===== src/rtl/chimp_pkg.sv =====
// chimp_pkg: shared constants and types for the chimp board loader.
//   NUM_CELLS_DEF : default number of board cells (8x5 grid)
//   ADDR_W/TILE_W : board address and tile value widths
//   LFSR_TAPS     : Galois feedback mask for x^16+x^14+x^13+x^11+1
//   state_t       : loader FSM states; ST_CLEAR exists only when
//                   CHIMP_LOADER_CLEAR_EN is defined
package chimp_pkg;

    localparam int          NUM_CELLS_DEF = 40;
    localparam int          ADDR_W        = 6;
    localparam int          TILE_W        = 5;
    localparam logic [15:0] LFSR_TAPS     = 16'hB400;

    typedef enum logic [2:0] {
        ST_IDLE  = 3'd0,
`ifdef CHIMP_LOADER_CLEAR_EN
        ST_CLEAR = 3'd1,
`endif
        ST_PICK  = 3'd2,
        ST_WRITE = 3'd3,
        ST_DONE  = 3'd4
    } state_t;

endpackage


===== src/rtl/chimp_lfsr16.sv =====
// chimp_lfsr16: 16-bit maximal-length Galois LFSR, advances every cycle.
//   clk     : clock, state on rising edge
//   iResetn : asynchronous active-low reset, loads SEED
//   oLfsr   : current LFSR state (never zero for a non-zero SEED)
module chimp_lfsr16
    import chimp_pkg::*;
#(
    parameter logic [15:0] SEED = 16'hACE1
) (
    input  logic        clk,
    input  logic        iResetn,
    output logic [15:0] oLfsr
);

    always_ff @(posedge clk or negedge iResetn) begin
        if (!iResetn) begin
            oLfsr <= SEED;
        end else begin
            oLfsr <= {1'b0, oLfsr[15:1]} ^ (oLfsr[0] ? LFSR_TAPS : 16'h0000);
        end
    end

endmodule


===== src/rtl/chimp_board_loader.sv =====
// chimp_board_loader: places tiles 1..level on random free board cells.
// Optional feature macro: CHIMP_LOADER_CLEAR_EN -- when defined, every load
// first writes 0 to every cell in ascending address order.
//
// Ports:
//   clk       : clock
//   iResetn   : asynchronous active-low reset
//   iStart    : load request, only honoured in IDLE
//   iLevel    : number of tiles to place, captured with iStart
//   iWrReady  : board memory accepts the presented write
//   oBusy     : high whenever the FSM is not in IDLE
//   oDone     : one-cycle pulse at load completion
//   oWrEn     : write request (valid)
//   oWrAddr   : cell index of the write
//   oWrData   : tile value (0 = empty cell)
//   oState    : current FSM state, for observation
//
// Write handshake: oWrEn is the valid; once raised, oWrAddr/oWrData stay
// constant until a cycle with iWrReady=1, and that cycle transfers the write.
module chimp_board_loader
    import chimp_pkg::*;
#(
    parameter int          NUM_CELLS = NUM_CELLS_DEF,
    parameter logic [15:0] LFSR_SEED = 16'hACE1
) (
    input  logic       clk,
    input  logic       iResetn,
    input  logic       iStart,
    input  logic [4:0] iLevel,
    input  logic       iWrReady,
    output logic       oBusy,
    output logic       oDone,
    output logic       oWrEn,
    output logic [5:0] oWrAddr,
    output logic [4:0] oWrData,
    output logic [2:0] oState
);

    state_t                state;
    state_t                state_nxt;
    logic   [15:0]         lfsr;
    logic   [NUM_CELLS-1:0] occupied;
    logic   [TILE_W-1:0]   level;
    logic   [TILE_W-1:0]   count;
    logic   [ADDR_W-1:0]   cand;
    logic                  cand_ok;
    logic                  last_tile;
    logic                  unused_lfsr_hi;

`ifdef CHIMP_LOADER_CLEAR_EN
    localparam logic [ADDR_W-1:0] LAST_ADDR = ADDR_W'(NUM_CELLS - 1);
`endif

    chimp_lfsr16 #(.SEED(LFSR_SEED)) u_lfsr (
        .clk     (clk),
        .iResetn (iResetn),
        .oLfsr   (lfsr)
    );

    // Only the low bits pick a cell; the rest just keep the sequence long.
    assign cand           = lfsr[ADDR_W-1:0];
    assign unused_lfsr_hi = ^lfsr[15:ADDR_W];

    // The range test guards the bitmap lookup for candidates past the board.
    assign cand_ok   = (int'(cand) < NUM_CELLS) && !occupied[cand];
    assign last_tile = ((count + 5'd1) == level);

    always_ff @(posedge clk or negedge iResetn) begin
        if (!iResetn) begin
            state <= ST_IDLE;
        end else begin
            state <= state_nxt;
        end
    end

    always_comb begin
        state_nxt = state;
        case (state)
            ST_IDLE: begin
                if (iStart) begin
`ifdef CHIMP_LOADER_CLEAR_EN
                    state_nxt = ST_CLEAR;
`else
                    state_nxt = (iLevel == 5'd0) ? ST_DONE : ST_PICK;
`endif
                end
            end
`ifdef CHIMP_LOADER_CLEAR_EN
            ST_CLEAR: begin
                if (iWrReady && (oWrAddr == LAST_ADDR)) begin
                    state_nxt = (level == 5'd0) ? ST_DONE : ST_PICK;
                end
            end
`endif
            ST_PICK: begin
                if (cand_ok) begin
                    state_nxt = ST_WRITE;
                end
            end
            ST_WRITE: begin
                if (iWrReady) begin
                    state_nxt = last_tile ? ST_DONE : ST_PICK;
                end
            end
            ST_DONE:  state_nxt = ST_IDLE;
            default:  state_nxt = ST_IDLE;
        endcase
    end

    // Datapath: captured level, placed count, occupancy and write registers.
    always_ff @(posedge clk or negedge iResetn) begin
        if (!iResetn) begin
            level    <= '0;
            count    <= '0;
            occupied <= '0;
            oWrAddr  <= '0;
            oWrData  <= '0;
        end else begin
            case (state)
                ST_IDLE: begin
                    if (iStart) begin
                        level    <= iLevel;
                        count    <= '0;
                        occupied <= '0;
`ifdef CHIMP_LOADER_CLEAR_EN
                        oWrAddr  <= '0;
                        oWrData  <= '0;
`endif
                    end
                end
`ifdef CHIMP_LOADER_CLEAR_EN
                ST_CLEAR: begin
                    if (iWrReady && (oWrAddr != LAST_ADDR)) begin
                        oWrAddr <= oWrAddr + 6'd1;
                    end
                end
`endif
                ST_PICK: begin
                    if (cand_ok) begin
                        occupied[cand] <= 1'b1;
                        oWrAddr        <= cand;
                        oWrData        <= count + 5'd1;
                    end
                end
                ST_WRITE: begin
                    if (iWrReady) begin
                        count <= count + 5'd1;
                    end
                end
                default: ;
            endcase
        end
    end

`ifdef CHIMP_LOADER_CLEAR_EN
    assign oWrEn = (state == ST_WRITE) || (state == ST_CLEAR);
`else
    assign oWrEn = (state == ST_WRITE);
`endif
    assign oBusy  = (state != ST_IDLE);
    assign oDone  = (state == ST_DONE);
    assign oState = state;

endmodule


===== config.mk =====
export PLATFORM = sky130hd
export DESIGN_NAME = chimp_board_loader
export DESIGN_NICKNAME = d
export VERILOG_FILES = /design/src/rtl/chimp_pkg.sv /design/src/rtl/chimp_lfsr16.sv /design/src/rtl/chimp_board_loader.sv
export SDC_FILE = /design/constraint.sdc
export NUM_CORES = 1
export LEC_CHECK = 0
export BUFFER_PORTS_ARGS = -buffer_cell sky130_fd_sc_hd__buf_4
export CORE_ASPECT_RATIO = 1.2
export CORE_MARGIN = 8
export CORE_UTILIZATION = 45
export DETAILED_ROUTE_END_ITERATION = 8
export GPL_TIMING_DRIVEN = 0
export PLACE_DENSITY = 0.7
export SLEW_MARGIN = 20
export SYNTH_ARGS = -nofsm -noshare
export SYNTH_HDL_FRONTEND = slang
export SYNTH_SLANG_ARGS = --single-unit

===== constraint.sdc =====
create_clock -name clk -period 2.1 [get_ports clk]
set_input_delay 0.42 -clock clk [delete_from_list [all_inputs] [get_ports clk]]
set_output_delay 0.42 -clock clk [all_outputs]
set_load 0.02 [all_outputs]

# After elaboration in Yosys (flattened, before gate mapping)
# Index checks and enable logic that the tools add are counted.
[totals]
elab_cells = 50
reg_bits = 80
[classes]
n_lt_le_gt_ge = 3
n_reduce_logical = 13
muxes = 17
bitwise = 2
n_addsub = 1
eq_ne = 7
[ops]
columns = ["op", "n"]
rows = [
  ["two-way mux 40 bit", 2],
  ["one-hot mux 40 bit (2 select lines)", 1],
  ["OR 40 bit", 1],
  ["two-way mux 16 bit", 1],
  ["XOR 15 x 16 -> 16 bit", 1],
  ["two-way mux 3 bit", 5],
  ["two-way mux 5 bit", 2],
  ["one-hot mux 5 bit (2 select lines)", 1],
  ["one-hot mux 3 bit (3 select lines)", 1],
  ["AND reduction 3 bit", 3],
  ["< comparator 6 x 7 -> 1 bit (second input constant)", 1],
  ["binary-select mux 1 bit (select 6 bit)", 1],
  ["demux 1 bit (select 6 bit)", 1],
  ["equality test 3 x 2 -> 1 bit (second input constant)", 2],
  [">= comparator 6 x 1 -> 1 bit (second input constant)", 1],
  ["< comparator 6 bit (second input constant)", 1],
  ["inequality test 2 bit (second input constant)", 3],
  ["adder 5 x 1 -> 5 bit (second input constant)", 1],
  ["equality test 5 bit", 1],
  ["zero test 5 bit", 1],
  ["AND reduction 2 bit", 2],
  ["nonzero test 2 bit", 2],
  ["equality test 3 bit (second input constant)", 1],
  ["zero test 3 bit", 1],
  ["4 further kinds", 6],
]

# Longest topological paths before layout
[logic_depth]
ltp_word = 7
mapped_depth = 10
ltp_nobuf = 7

# Cells and area by module
# Synthesis repeated with hierarchy kept, for this count alone.
[unflattened]
hier_cells = 311
area_unflattened_um2 = 3513.4
[modules_own_cells]
columns = ["module", "cells_per_inst", "seq_area_each_um2", "area_each_um2", "instances"]
rows = [
  ["chimp_board_loader", 292, 1601.5, 3076.7, 1],
  ["chimp_lfsr16", 19, 410.4, 436.7, 1],
]

# Worst setup path before layout
# OpenSTA, ideal clock, no wires.
[synth_timing]
path_type = "register to register"
start = "register u_lfsr.oLfsr[0]"
end = "register oWrAddr[0]"
setup_time_ps = 125
path_buffers = 0
slack_ps = -203
t_required_ps = 1975
arrival_ps = 2178
path_stages_with_launch = 7
synth_period_minus_slack_ps = 2303
path_cell_list = "dfstp_2 -> mux2i_1 -> o221ai_1 -> a211o_1 -> a22o_4 -> nor3_4 -> mux2_4"
[synth_between]
elab_chain_len = 5
[synth_rtl]
columns = ["item", "line_no", "rtl"]
rows = [
  ["start, declared", "chimp_lfsr16.sv:12", "output logic [15:0] oLfsr"],
  ["start signal, assigned", "chimp_lfsr16.sv:19", "oLfsr <= {1'b0, oLfsr[15:1]} ^ (oLfsr[0] ? LFSR_TAPS : 16'h0000);"],
  ["binary-select mux 1 bit (select 6 bit)", "chimp_board_loader.sv:65", "assign cand_ok = (int'(cand) < NUM_CELLS) && !occupied[cand];"],
  ["two-way mux 1 bit (not written as such)", "chimp_board_loader.sv:65", ""],
  ["zero test 1 bit", "chimp_board_loader.sv:65", ""],
  ["logical AND 1 bit", "chimp_board_loader.sv:65", ""],
  ["AND reduction 2 bit (no source line)", "-", ""],
  ["end signal, assigned", "chimp_board_loader.sv:141", "oWrAddr <= cand;"],
  ["end, declared", "chimp_board_loader.sv:34", "output logic [5:0] oWrAddr,"],
]
# Parallel ways exist; a longest one is shown, timed or not. The select of a mux whose other input is x is not followed.
# A chain may end at the register's enable or synchronous reset.

# Worst setup path after layout
[layout_timing]
start = "register u_lfsr.oLfsr[1]"
end = "register oWrData[1]"
[layout_between]
elab_chain_len = 5
[layout_rtl]
columns = ["item", "line_no", "rtl"]
rows = [
  ["binary-select mux 1 bit (select 6 bit)", "chimp_board_loader.sv:65", ""],
  ["two-way mux 1 bit (not written as such)", "chimp_board_loader.sv:65", ""],
  ["zero test 1 bit", "chimp_board_loader.sv:65", ""],
  ["logical AND 1 bit *", "chimp_board_loader.sv:65", ""],
  ["AND reduction 2 bit (no source line) *", "-", ""],
  ["end signal, assigned", "chimp_board_loader.sv:142", "oWrData <= count + 5'd1;"],
  ["end, declared", "chimp_board_loader.sv:35", "output logic [4:0] oWrData,"],
]
# Mark *: on every way between the ends. The rest lies on a longest branch, timed or not. The select of a mux whose other input is x is not followed.

==> flow_summary.toml <==
[status]
status = "complete, but fails checks"
violations = "setup timing"

[pwr]
leakage_nw = 1.93
power_density_nw_per_um2 = 974
peakVddDrop_v = 0.000628

[flow_run]
drv_cap = 0

[placed_design]
place_inst = 431
gp_congestion = 0.810
hpwl_um = 5360
dp_slack_ns = -0.631
io_buffers = 25

[timing]
finalSetupTns_ns = -5.07
tightest_slew_ns = 0.976
max-slew-margin-rel_pct = 34.9
slew_violations = 0
fin_ws_ns = -0.255
setup_viol = 27
hold_violations = 0
fmax_ghz = 0.425
period_needed_ns = 2.35
hold_ws_ns = 0.179
period_share_pct = 112
skew_ns = 0.0141
rsz0062_at_grt = "yes"

[die]
design.die.area_um2 = 11100
die_height_um = 114
num_rows = 35
coreArea_um2 = 7710
start_util_pct = 46.4
io_pins = 26
die-width_um = 97.4

[final_layout]
final_cell_mix = "dfrtp_1 (71), buf_4 (33), nor2_1 (29)"
instances_no_fill = 457
finalCoreUtilization_pct = 55.2
antenna_cells = 0
final_common_cell = "dfrtp_1"
nNetsFinal = 370
area_growth_pct = 18.9
drive_above_1_share_pct = 25.8

[clock_network]
cts.sink_count = 80
clock_latency_ns = 0.36
numCtsBuffers = 9
cts_tree = "done"
clk_path_buf_depth = 2
root_buffer = "clkbuf_8"
cts_max_level = 3
clk_pin_slew_worst_paths_ns = 0.09

[yosys]
yosys-top-cells-area = "dfrtp_1 (50%), dfstp_2 (5.9%), a22o_1 (4.9%)"
syn_area_um2 = 3580
synth.top_cell.area_share_pct = 50.3
netlist_instances = 314
ys_types = 47
synthArstFlopShare_pct = 100
synth_seq_area_share_pct = 56.2
ys.flop_type = "dfrtp_1"
synth_seq_cells = 80
syn_area_per_cell_um2 = 11.4
yosysWarnings = 0
synth-edff-count = 0
syn_nets = 324
yosys.area.top_type = "dfrtp_1"

[routing]
post_drt_wl_per_cell_um = 17.5
postRouteWirelength_um = 7990
route.detailed.drc = 0
post_drt_via_cell_ratio = 5.70
postRouteAntennaNets = 0
num_vias = 2605
drt_iter0_markers = 145
firstDrtPassIters = 4

[critical_path]
worst-setup-path-type = "reg2reg"
crit_slowest_cell = "dfrtp_1"
path_max_fanout = 8
cp_num_buf_inv = 2
cpLargestDelayFamily = "simple AND/OR/NAND/NOR gates"
ff2ff_path_depth = 8
critical-path-max-stage-delay_ns = 0.37
reg2reg_to = "oWrData[1]"
start_kind = "flop"
crit_chain = "buf_6 > nand2b_1 > o22ai_1 > or3_4 > a22o_4 > nor3_4 > buf_12 > mux2_4"
crit_arrival_ns = 2.60
required_ns = 2.35
worst_r2r_startpoint = "u_lfsr.oLfsr[1]"
reg2reg_slack_ns = -0.25
end_kind = "flop"

[grt]
grt_pass1_vias = 2739
antenna_found_initial = 0
grt_first_pass_wirelength_um = 13500
overflow = 0
track_usage_pct = 15.0
grt_max_degree = 81

[min_path]
worstHoldPathType = "in2async"
==> worst max path at each step <==
stage / cells after the start / slack (ns) / startpoint / to
floorplan: 7 / -0.20 / u_lfsr.oLfsr[2] / oWrAddr[0]
global placement: 9 / -0.65 / u_lfsr.oLfsr[2] / oWrData[3]
detailed placement: 9 / -0.63 / u_lfsr.oLfsr[2] / oWrData[3]
CTS: 7 / -0.26 / u_lfsr.oLfsr[0] / oWrData[1]
global route: 8 / -0.34 / u_lfsr.oLfsr[0] / oWrData[4]
finish: 8 / -0.25 / u_lfsr.oLfsr[1] / oWrData[1]
==> routing by layer <==
metal  share of wire, %  vias to the layer above  track usage (%)  wire (um)
met5                  0                        -                0          0
met4                2.4                        0             9.92        194
met3                4.6                       19             2.66        364
met2                 49                       75             24.1       3930
met1                 44                     1304             18.0       3510
li1                   -                     1207                -          -
==> cells in the mapped netlist, drive strengths merged, types with 9 or more instances <==
master / number
nor2: 30
nand2: 27
dfrtp: 72
inv: 9
a21oi: 20
o21ai: 9
mux2i: 16
a22o: 21
==> power breakdown <==
part | switching, mW | internal, mW | total, mW
registers | 0.174 | 1.80 | 1.97
clock network | 0.617 | 0.449 | 1.07
logic | 0.580 | 0.525 | 1.11
total | 1.37 | 2.77 | 4.14
==> registers in the layout (all words and copies together) (netlist names) <==
signal / cells
level: 5
occupied: 40
oWrData: 5
u_lfsr.oLfsr: 16
count: 5
oState: 3
oWrAddr: 6
==> per-stage QoR <==
stage	area (um2)	total power [mW]
after detailed placement	3890	3.00
after global placement	3890	2.97
after CTS	4160	4.13
after global routing	4260	4.37
after floorplan	3590	2.68
final	4260	4.14
==> layout make-up <==
cell class	count	area [um2]
Clock buffer	9	124
Timing Repair Buffer	35	283
Inverter	9	33.8
Tap cell	92	115
Sequential cell	80	2010
Fill cell	674	3450
Buffer	16	143
Clock inverter	7	60.1
Multi-Input combinational cell	209	1490
==> timing repair <==
action	4_1_cts	5_1_grt
pin swaps	3	4
gates resized for setup	6	15
hold buffers	0	0
buffers inserted	6	4
endpoints found under the setup margin	35	46
==> kinds of logic (layout without fill, tap and decap cells) <==
logic type	Yosys count	in the layout	synth area share, %
xor gates and xnor gates	11	11	2.69
muxes	24	24	7.72
and+or+nand+nor	102	102	14.4
buffers and inverters	25	76	4.30
AOI/OAI and AO/OA	71	71	14.3
DFF	80	80	56.2
adders and majority gates	1	1	0.349
Note: power is estimated with default switching activity, not from simulation.
